[config.mk]
export PLATFORM = sky130hd
export DESIGN_NAME = fht_but_seq_flat
export DESIGN_NICKNAME = d
export VERILOG_FILES = /design/src/rtl/fht_but_seq_if.sv /design/src/rtl/fht_but_seq.sv /design/src/flat_wrapper.sv
export SDC_FILE = /design/constraint.sdc
export NUM_CORES = 1
export LEC_CHECK = 0
export ABC_AREA = 1
export CAP_MARGIN = 20
export CORE_UTILIZATION = 57
export DETAILED_ROUTE_END_ITERATION = 8
export GPL_ROUTABILITY_DRIVEN = 0
export PLACE_DENSITY = 0.82
export SLEW_MARGIN = 20
export SYNTH_ARGS = -nofsm -noshare
export SYNTH_HDL_FRONTEND = slang
export SYNTH_SLANG_ARGS = --single-unit
[constraint.sdc]
create_clock -name clk -period 6.2 [get_ports clk]
set_input_delay 0.93 -clock clk [delete_from_list [all_inputs] [get_ports clk]]
set_output_delay 0.93 -clock clk [all_outputs]
set_load 0.05 [all_outputs]
[src/rtl/fht_but_seq_if.sv]
// Control/address bus between the FHT butterfly sequencer and its RAM/ROM/butterfly datapath.
interface fht_but_seq_if #(
    parameter int N_LOG2 = 8
);
    logic              start;
    logic              busy;
    logic              done;
    logic [3:0]        stage;
    logic              issue;
    logic [N_LOG2-1:0] rd_addr_0, rd_addr_1, rd_addr_2;
    logic [N_LOG2-2:0] w_addr;
    logic              rd_bank;
    logic              wr_en;
    logic [N_LOG2-1:0] wr_addr_0, wr_addr_1;
    logic              wr_bank;
    logic              res_bank;

    modport master (
        output start,
        input  busy, done, stage, issue, rd_addr_0, rd_addr_1, rd_addr_2, w_addr,
               rd_bank, wr_en, wr_addr_0, wr_addr_1, wr_bank, res_bank
    );

    modport slave (
        input  start,
        output busy, done, stage, issue, rd_addr_0, rd_addr_1, rd_addr_2, w_addr,
               rd_bank, wr_en, wr_addr_0, wr_addr_1, wr_bank, res_bank
    );
endinterface

[src/rtl/fht_but_seq.sv]
// Radix-2 FHT butterfly address sequencer: walks N_LOG2 stages of N/2 butterflies over
// ping-pong data banks and replays read addresses as write addresses LAT cycles later.
module fht_but_seq #(
    parameter int N_LOG2 = 8,
    parameter int LAT    = 2
) (
    input  logic         clk,
    input  logic         rst,
    fht_but_seq_if.slave bus
);
    localparam int         CW     = N_LOG2 - 1;
    localparam int         DW     = $clog2(LAT + 1);
    localparam logic [3:0] S_LAST = 4'(N_LOG2 - 1);

    typedef enum logic [1:0] {IDLE, RUN, DRAIN, DONE} state_t;
    state_t state, state_nx;

    logic [CW-1:0] c;
    logic [DW-1:0] d;
    logic [3:0]    s;
    logic          run_end, drain_end, issue;

    assign run_end   = (c == '1);
    assign drain_end = (d == DW'(LAT - 1));
    assign issue     = (state == RUN);

    always_ff @(posedge clk or posedge rst)
        if (rst) state <= IDLE;
        else     state <= state_nx;

    always_comb begin
        state_nx = state;
        case (state)
            IDLE:    if (bus.start) state_nx = RUN;
            RUN:     if (run_end) state_nx = DRAIN;
            DRAIN:   if (drain_end) state_nx = (s == S_LAST) ? DONE : RUN;
            DONE:    state_nx = IDLE;
            default: state_nx = IDLE;
        endcase
    end

    // c wraps to 0 on its own after N/2 ops; s is kept through DONE so the last stage stays visible
    always_ff @(posedge clk or posedge rst) begin
        if (rst) begin
            c <= '0;
            d <= '0;
            s <= '0;
        end else begin
            c <= issue ? c + 1'b1 : '0;
            d <= (state == DRAIN) ? d + 1'b1 : '0;
            if (state == IDLE || state == DONE)
                s <= '0;
            else if (state == DRAIN && drain_end && s != S_LAST)
                s <= s + 1'b1;
        end
    end

    logic [N_LOG2-1:0] ck, h, hm, k, base;
    assign ck   = N_LOG2'(c);
    assign h    = N_LOG2'(1) << s;
    assign hm   = h - N_LOG2'(1);
    assign k    = ck & hm;
    assign base = (ck >> s) << (s + 4'd1);

    always_comb begin
        bus.busy      = (state != IDLE);
        bus.done      = (state == DONE);
        bus.stage     = s;
        bus.issue     = issue;
        bus.rd_bank   = 1'b0;
        bus.rd_addr_0 = '0;
        bus.rd_addr_1 = '0;
        bus.rd_addr_2 = '0;
        bus.w_addr    = '0;
        if (issue) begin
            bus.rd_bank   = s[0];
            bus.rd_addr_0 = base + k;
            bus.rd_addr_1 = base + h + k;
            bus.rd_addr_2 = base + h + ((h - k) & hm);
            bus.w_addr    = CW'(k << (S_LAST - s));
        end
    end

    // Write-back delay line; idle slots carry zeros so the write bus is 0 whenever wr_en is low
    logic [LAT:1]      vld_pipe, bank_pipe;
    logic [N_LOG2-1:0] a0_pipe [LAT:1];
    logic [N_LOG2-1:0] a1_pipe [LAT:1];

    always_ff @(posedge clk or posedge rst) begin
        if (rst) begin
            vld_pipe  <= '0;
            bank_pipe <= '0;
            for (int i = 1; i <= LAT; i++) begin
                a0_pipe[i] <= '0;
                a1_pipe[i] <= '0;
            end
        end else begin
            vld_pipe[1]  <= issue;
            bank_pipe[1] <= issue & ~s[0];
            a0_pipe[1]   <= bus.rd_addr_0;
            a1_pipe[1]   <= bus.rd_addr_1;
            for (int i = 2; i <= LAT; i++) begin
                vld_pipe[i]  <= vld_pipe[i-1];
                bank_pipe[i] <= bank_pipe[i-1];
                a0_pipe[i]   <= a0_pipe[i-1];
                a1_pipe[i]   <= a1_pipe[i-1];
            end
        end
    end

    assign bus.wr_en     = vld_pipe[LAT];
    assign bus.wr_bank   = bank_pipe[LAT];
    assign bus.wr_addr_0 = a0_pipe[LAT];
    assign bus.wr_addr_1 = a1_pipe[LAT];
    assign bus.res_bank  = 1'(N_LOG2 % 2);
endmodule

[src/flat_wrapper.sv]
// flat-port wrapper written by rule: the top's interface ports become plain ports
module fht_but_seq_flat 
#(
    parameter int N_LOG2 = 8,
    parameter int LAT    = 2
)
  (clk, rst, bus_start, bus_busy, bus_done, bus_stage, bus_issue, bus_rd_addr_0, bus_rd_addr_1, bus_rd_addr_2, bus_w_addr, bus_rd_bank, bus_wr_en, bus_wr_addr_0, bus_wr_addr_1, bus_wr_bank, bus_res_bank);
  fht_but_seq_if #(.N_LOG2(N_LOG2)) bus_i ();
  input  logic clk;
  input  logic rst;
  input wire logic [$bits(bus_i.start)-1:0] bus_start;
  output wire logic [$bits(bus_i.busy)-1:0] bus_busy;
  output wire logic [$bits(bus_i.done)-1:0] bus_done;
  output wire logic [$bits(bus_i.stage)-1:0] bus_stage;
  output wire logic [$bits(bus_i.issue)-1:0] bus_issue;
  output wire logic [$bits(bus_i.rd_addr_0)-1:0] bus_rd_addr_0;
  output wire logic [$bits(bus_i.rd_addr_1)-1:0] bus_rd_addr_1;
  output wire logic [$bits(bus_i.rd_addr_2)-1:0] bus_rd_addr_2;
  output wire logic [$bits(bus_i.w_addr)-1:0] bus_w_addr;
  output wire logic [$bits(bus_i.rd_bank)-1:0] bus_rd_bank;
  output wire logic [$bits(bus_i.wr_en)-1:0] bus_wr_en;
  output wire logic [$bits(bus_i.wr_addr_0)-1:0] bus_wr_addr_0;
  output wire logic [$bits(bus_i.wr_addr_1)-1:0] bus_wr_addr_1;
  output wire logic [$bits(bus_i.wr_bank)-1:0] bus_wr_bank;
  output wire logic [$bits(bus_i.res_bank)-1:0] bus_res_bank;
  assign bus_i.start = bus_start;
  assign bus_busy = bus_i.busy;
  assign bus_done = bus_i.done;
  assign bus_stage = bus_i.stage;
  assign bus_issue = bus_i.issue;
  assign bus_rd_addr_0 = bus_i.rd_addr_0;
  assign bus_rd_addr_1 = bus_i.rd_addr_1;
  assign bus_rd_addr_2 = bus_i.rd_addr_2;
  assign bus_w_addr = bus_i.w_addr;
  assign bus_rd_bank = bus_i.rd_bank;
  assign bus_wr_en = bus_i.wr_en;
  assign bus_wr_addr_0 = bus_i.wr_addr_0;
  assign bus_wr_addr_1 = bus_i.wr_addr_1;
  assign bus_wr_bank = bus_i.wr_bank;
  assign bus_res_bank = bus_i.res_bank;
  fht_but_seq #(.N_LOG2(N_LOG2), .LAT(LAT)) u_core (.clk(clk), .rst(rst), .bus(bus_i));
endmodule
==> impl_metrics.csv <==
group,metric,value,unit
clocking,root_buffer,"clkbuf_8",
run,drv_cap,0,
die,rows,32,
setup_path,cp-start-kind,"flip-flop",
finish,fillers,664,
timing,fin_crit,5.72,ns
die,pin_count,61,
clocking,cts_buffers,5,
routing,vias_per_cell,5.62,
timing,fin_worst_skew,0.0155,ns
yosys,synthCells,621,
global_route,use_met3,0.0427,
global_route,met1_usage,0.351,
pwr,p_seq_frac,0.228,
timing,setup_tns,0,ns
setup_path,cp_max_fo,14,
clocking,cts_hold_buf,0,
die,start_util,0.589,
yosys,yosysSeqAreaShare,0.280,
setup_path,worstPathRequired,5.27,ns
routing,drt_first_pass_iters,8,
run_status,status,"complete, no violations",
yosys,postSynthAreaPerCell,7.33,um^2
timing,finalHoldViolCount,0,
routing,routed-via-count,4274,
pwr,peakVddDrop,298,uV
placed_design,portBuffers,59,
pwr,p_per_area,372,mW/mm^2
routing,drtIter0Drc,286,
global_route,track_usage,0.284,
clocking,cts_tree,"built",
finish,final_cells,760,
finish,multi_input_comb_area,0.00268,mm^2
global_route,grt_pass1_vias,4010,
clocking,clk_pin_slew_worst_paths,0.10,ns
setup_path,critical_path_class,"flip-flop to output pin",
global_route,use_met2,0.470,
routing,routed_wl,11300,um
routing,drc,0,
finish,diodes,0,
pwr,power.leakage,0.00271,uW
pwr,clkPwrFrac,0.114,
yosys,ys_ff_latch,51,
die,dieArea,0.00835,mm^2
yosys,async_flop_share,1.00,
global_route,grt_pass1_wl,18800,um
finish,seq_area,0.00128,mm^2
routing,wire_per_inst,14.9,um
global_route,antenna_found_initial,0,
global_route,gr-total-overflow,0,
clocking,htree_num_levels,2,
setup_path,cp.arrival,4.79,ns
pwr,switching_power,1040,uW
pwr,p_int,883,uW
timing,final-setup-viol-count,0,
yosys,synth_edf_count,0,
pwr,switching_share,0.540,
timing,relSlewSlack,0.430,
timing,hold_ws,0.353,ns
die,die_h,91.4,um
timing,rsz0062_at_grt,"false",
clocking,clockBufferDepth,2,
yosys,syn_area,0.00455,mm^2
placed_design,place_inst,752,
yosys,synth.distinct_cells,47,
yosys,synth_flop_cell,"dfrtp_1",
yosys,yosys_warnings,0,
finish,layout-drive-gt1-share,0.131,
die,chipWidth,91.4,um
timing,finalMaxSlewViolations,0,
routing,ant_nets,0,
placed_design,place_hpwl,8700,um
pwr,combPwrFrac,0.657,
global_route,busiest_layer,"met2",
timing,tightest_slew,0.854,ns
yosys,syn-num-nets,667,
global_route,grt_max_degree,52,
clocking,clock_sinks,51,
finish,final_nets,703,
timing,post-route-period-util,0.922,
finish,synthToLayoutAreaGrowth,13.3,%
timing,max_freq,0.175,GHz
min_path,hp-class,"flip-flop to flip-flop",
clocking,clock_latency,0.32,ns
die,core_area,0.00773,mm^2
setup_path,critPathCaptureType,"output pin",
## metrics by stage
step / setup WS, ns / power, uW / utilization / cell area (um^2)
6_report: 0.485 / 1920 / 0.668 / 5160
4_1_cts: 0.275 / 1910 / 0.666 / 5140
2_1_floorplan: 0.499 / 1400 / - / 4550
3_3_place_gp: 0.807 / 1650 / 0.652 / 5040
5_1_grt: 0.0895 / 2050 / 0.668 / 5160
3_5_place_dp: 0.684 / 1680 / 0.652 / 5040
## cell usage after synthesis (8+ instances only)
| cell | count | area, um^2 |
|---|---|---|
| o21ai_0 | 29 | 145 |
| inv_2 | 10 | 37.5 |
| nand3_1 | 52 | 260 |
| o21ai_1 | 9 | 45.0 |
| a21oi_1 | 40 | 200 |
| nand2_2 | 20 | 125 |
| nand3_2 | 11 | 110 |
| nand2_1 | 105 | 394 |
| ha_1 | 41 | 513 |
| nand4_1 | 8 | 50.1 |
| nor2_1 | 60 | 225 |
| buf_4 | 22 | 165 |
| inv_1 | 84 | 315 |
| nand2_4 | 8 | 90.1 |
| dfrtp_1 | 51 | 1280 |
## cell type report
cell class	instances	share of cell area
Multi-Input combinational cell	442	0.519
Sequential cell	51	0.247
Timing Repair Buffer	62	0.118
Inverter	95	0.0706
Tap cell	102	0.0247
Clock buffer	7	0.0187
Clock inverter	1	0.00146
## placed cells by master, fill, tap and decap left out, drive strengths merged
cell / n
o21ai: 38
and3: 2
o31ai: 1
nor2: 70
ha: 41
nor3: 6
xor2: 7
clkinv: 1
or2: 3
nand2: 133
a21oi: 41
clkdlybuf4s50: 54
nand4: 9
nor3b: 1
buf: 6
xnor2: 2
a21boi: 1
a31oi: 1
dfrtp: 51
clkinvlp: 2
o221ai: 2
a221oi: 1
nand3: 66
conb: 1
clkbuf: 7
a211oi: 2
o22ai: 4
o311ai: 1
inv: 93
dlymetal6s2s: 2
fa: 2
o21bai: 5
nand3b: 2
## power by group through the flow
stage / clock network (uW) / logic (uW) / registers, uW
6_report: 219 / 1260 / 438
3_3_place_gp: 0 / 1210 / 440
2_1_floorplan: 0 / 936 / 464
3_5_place_dp: 0 / 1230 / 445
5_1_grt: 234 / 1370 / 446
4_1_cts: 220 / 1250 / 438
## kinds of logic (layout without fill, tap and decap cells)
logic type,after synthesis,count (layout),share of synthesized area
fa+ha+maj,43,43,0.121
other cells,1,1,0.000824
flops,51,51,0.280
xor+xnor,9,9,0.0190
buf+inv,128,165,0.133
compound gates,97,97,0.117
simple gates,292,292,0.328
## state kept, by name, summed over array words and instances, names as in the netlist
| name | flops |
|---|---|
| u_core.d | 2 |
| u_core.bank_pipe | 2 |
| u_core.state | 2 |
| u_core.a1_pipe | 8 |
| u_core.bus.wr_addr_0 | 8 |
| u_core.c | 7 |
| u_core.vld_pipe | 2 |
| u_core.bus.wr_addr_1 | 8 |
| u_core.a0_pipe | 8 |
| u_core.bus.stage | 4 |
## final timing paths
check	cells after the start	slack (ns)	from	end
setup / recovery	20	0.48	u_core.bus.stage[1]	bus_rd_addr_2[5]
hold / removal	0	0.35	u_core.a0_pipe[6]	u_core.bus.wr_addr_0[6]
setup reg to reg	26	2.00	u_core.bus.stage[0]	u_core.a1_pipe[7]
hold reg to reg	0	0.35	u_core.a0_pipe[6]	u_core.bus.wr_addr_0[6]
max in group asynchronous	2	4.61	rst	u_core.a0_pipe[6]
min in group asynchronous	2	1.08	rst	u_core.a0_pipe[2]
## per-layer routing
metal | part of all wire | vias to the layer above
met5 | 0 | -
met3 | 0.073 | 45
li1 | - | 2060
met1 | 0.42 | 1968
met2 | 0.46 | 201
met4 | 0.047 | 0
## critical path: stages, from the launching register on
cell             delay (ns)
dfrtp_1                0.42
inv_2                  0.21
ha_1                   0.19
inv_1                  0.07
nor2_4                 0.22
inv_2                  0.08
ha_1                   0.33
nor2_1                 0.32
nor2_1                 0.11
or2_1                  0.26
xnor2_1                0.15
nor2_1                 0.17
ha_1                   0.27
inv_1                  0.11
o21bai_1               0.12
nand2_1                0.07
nand2_1                0.04
a21oi_1                0.22
o21ai_0                0.11
a21oi_1                0.15
clkdlybuf4s50_1        0.82
## repair_timing
action                     CTS  global route
setup endpoints to repair    0             3
gates resized for setup      0             5
buffers inserted             0             0
(Power assumes the default switching activity.)
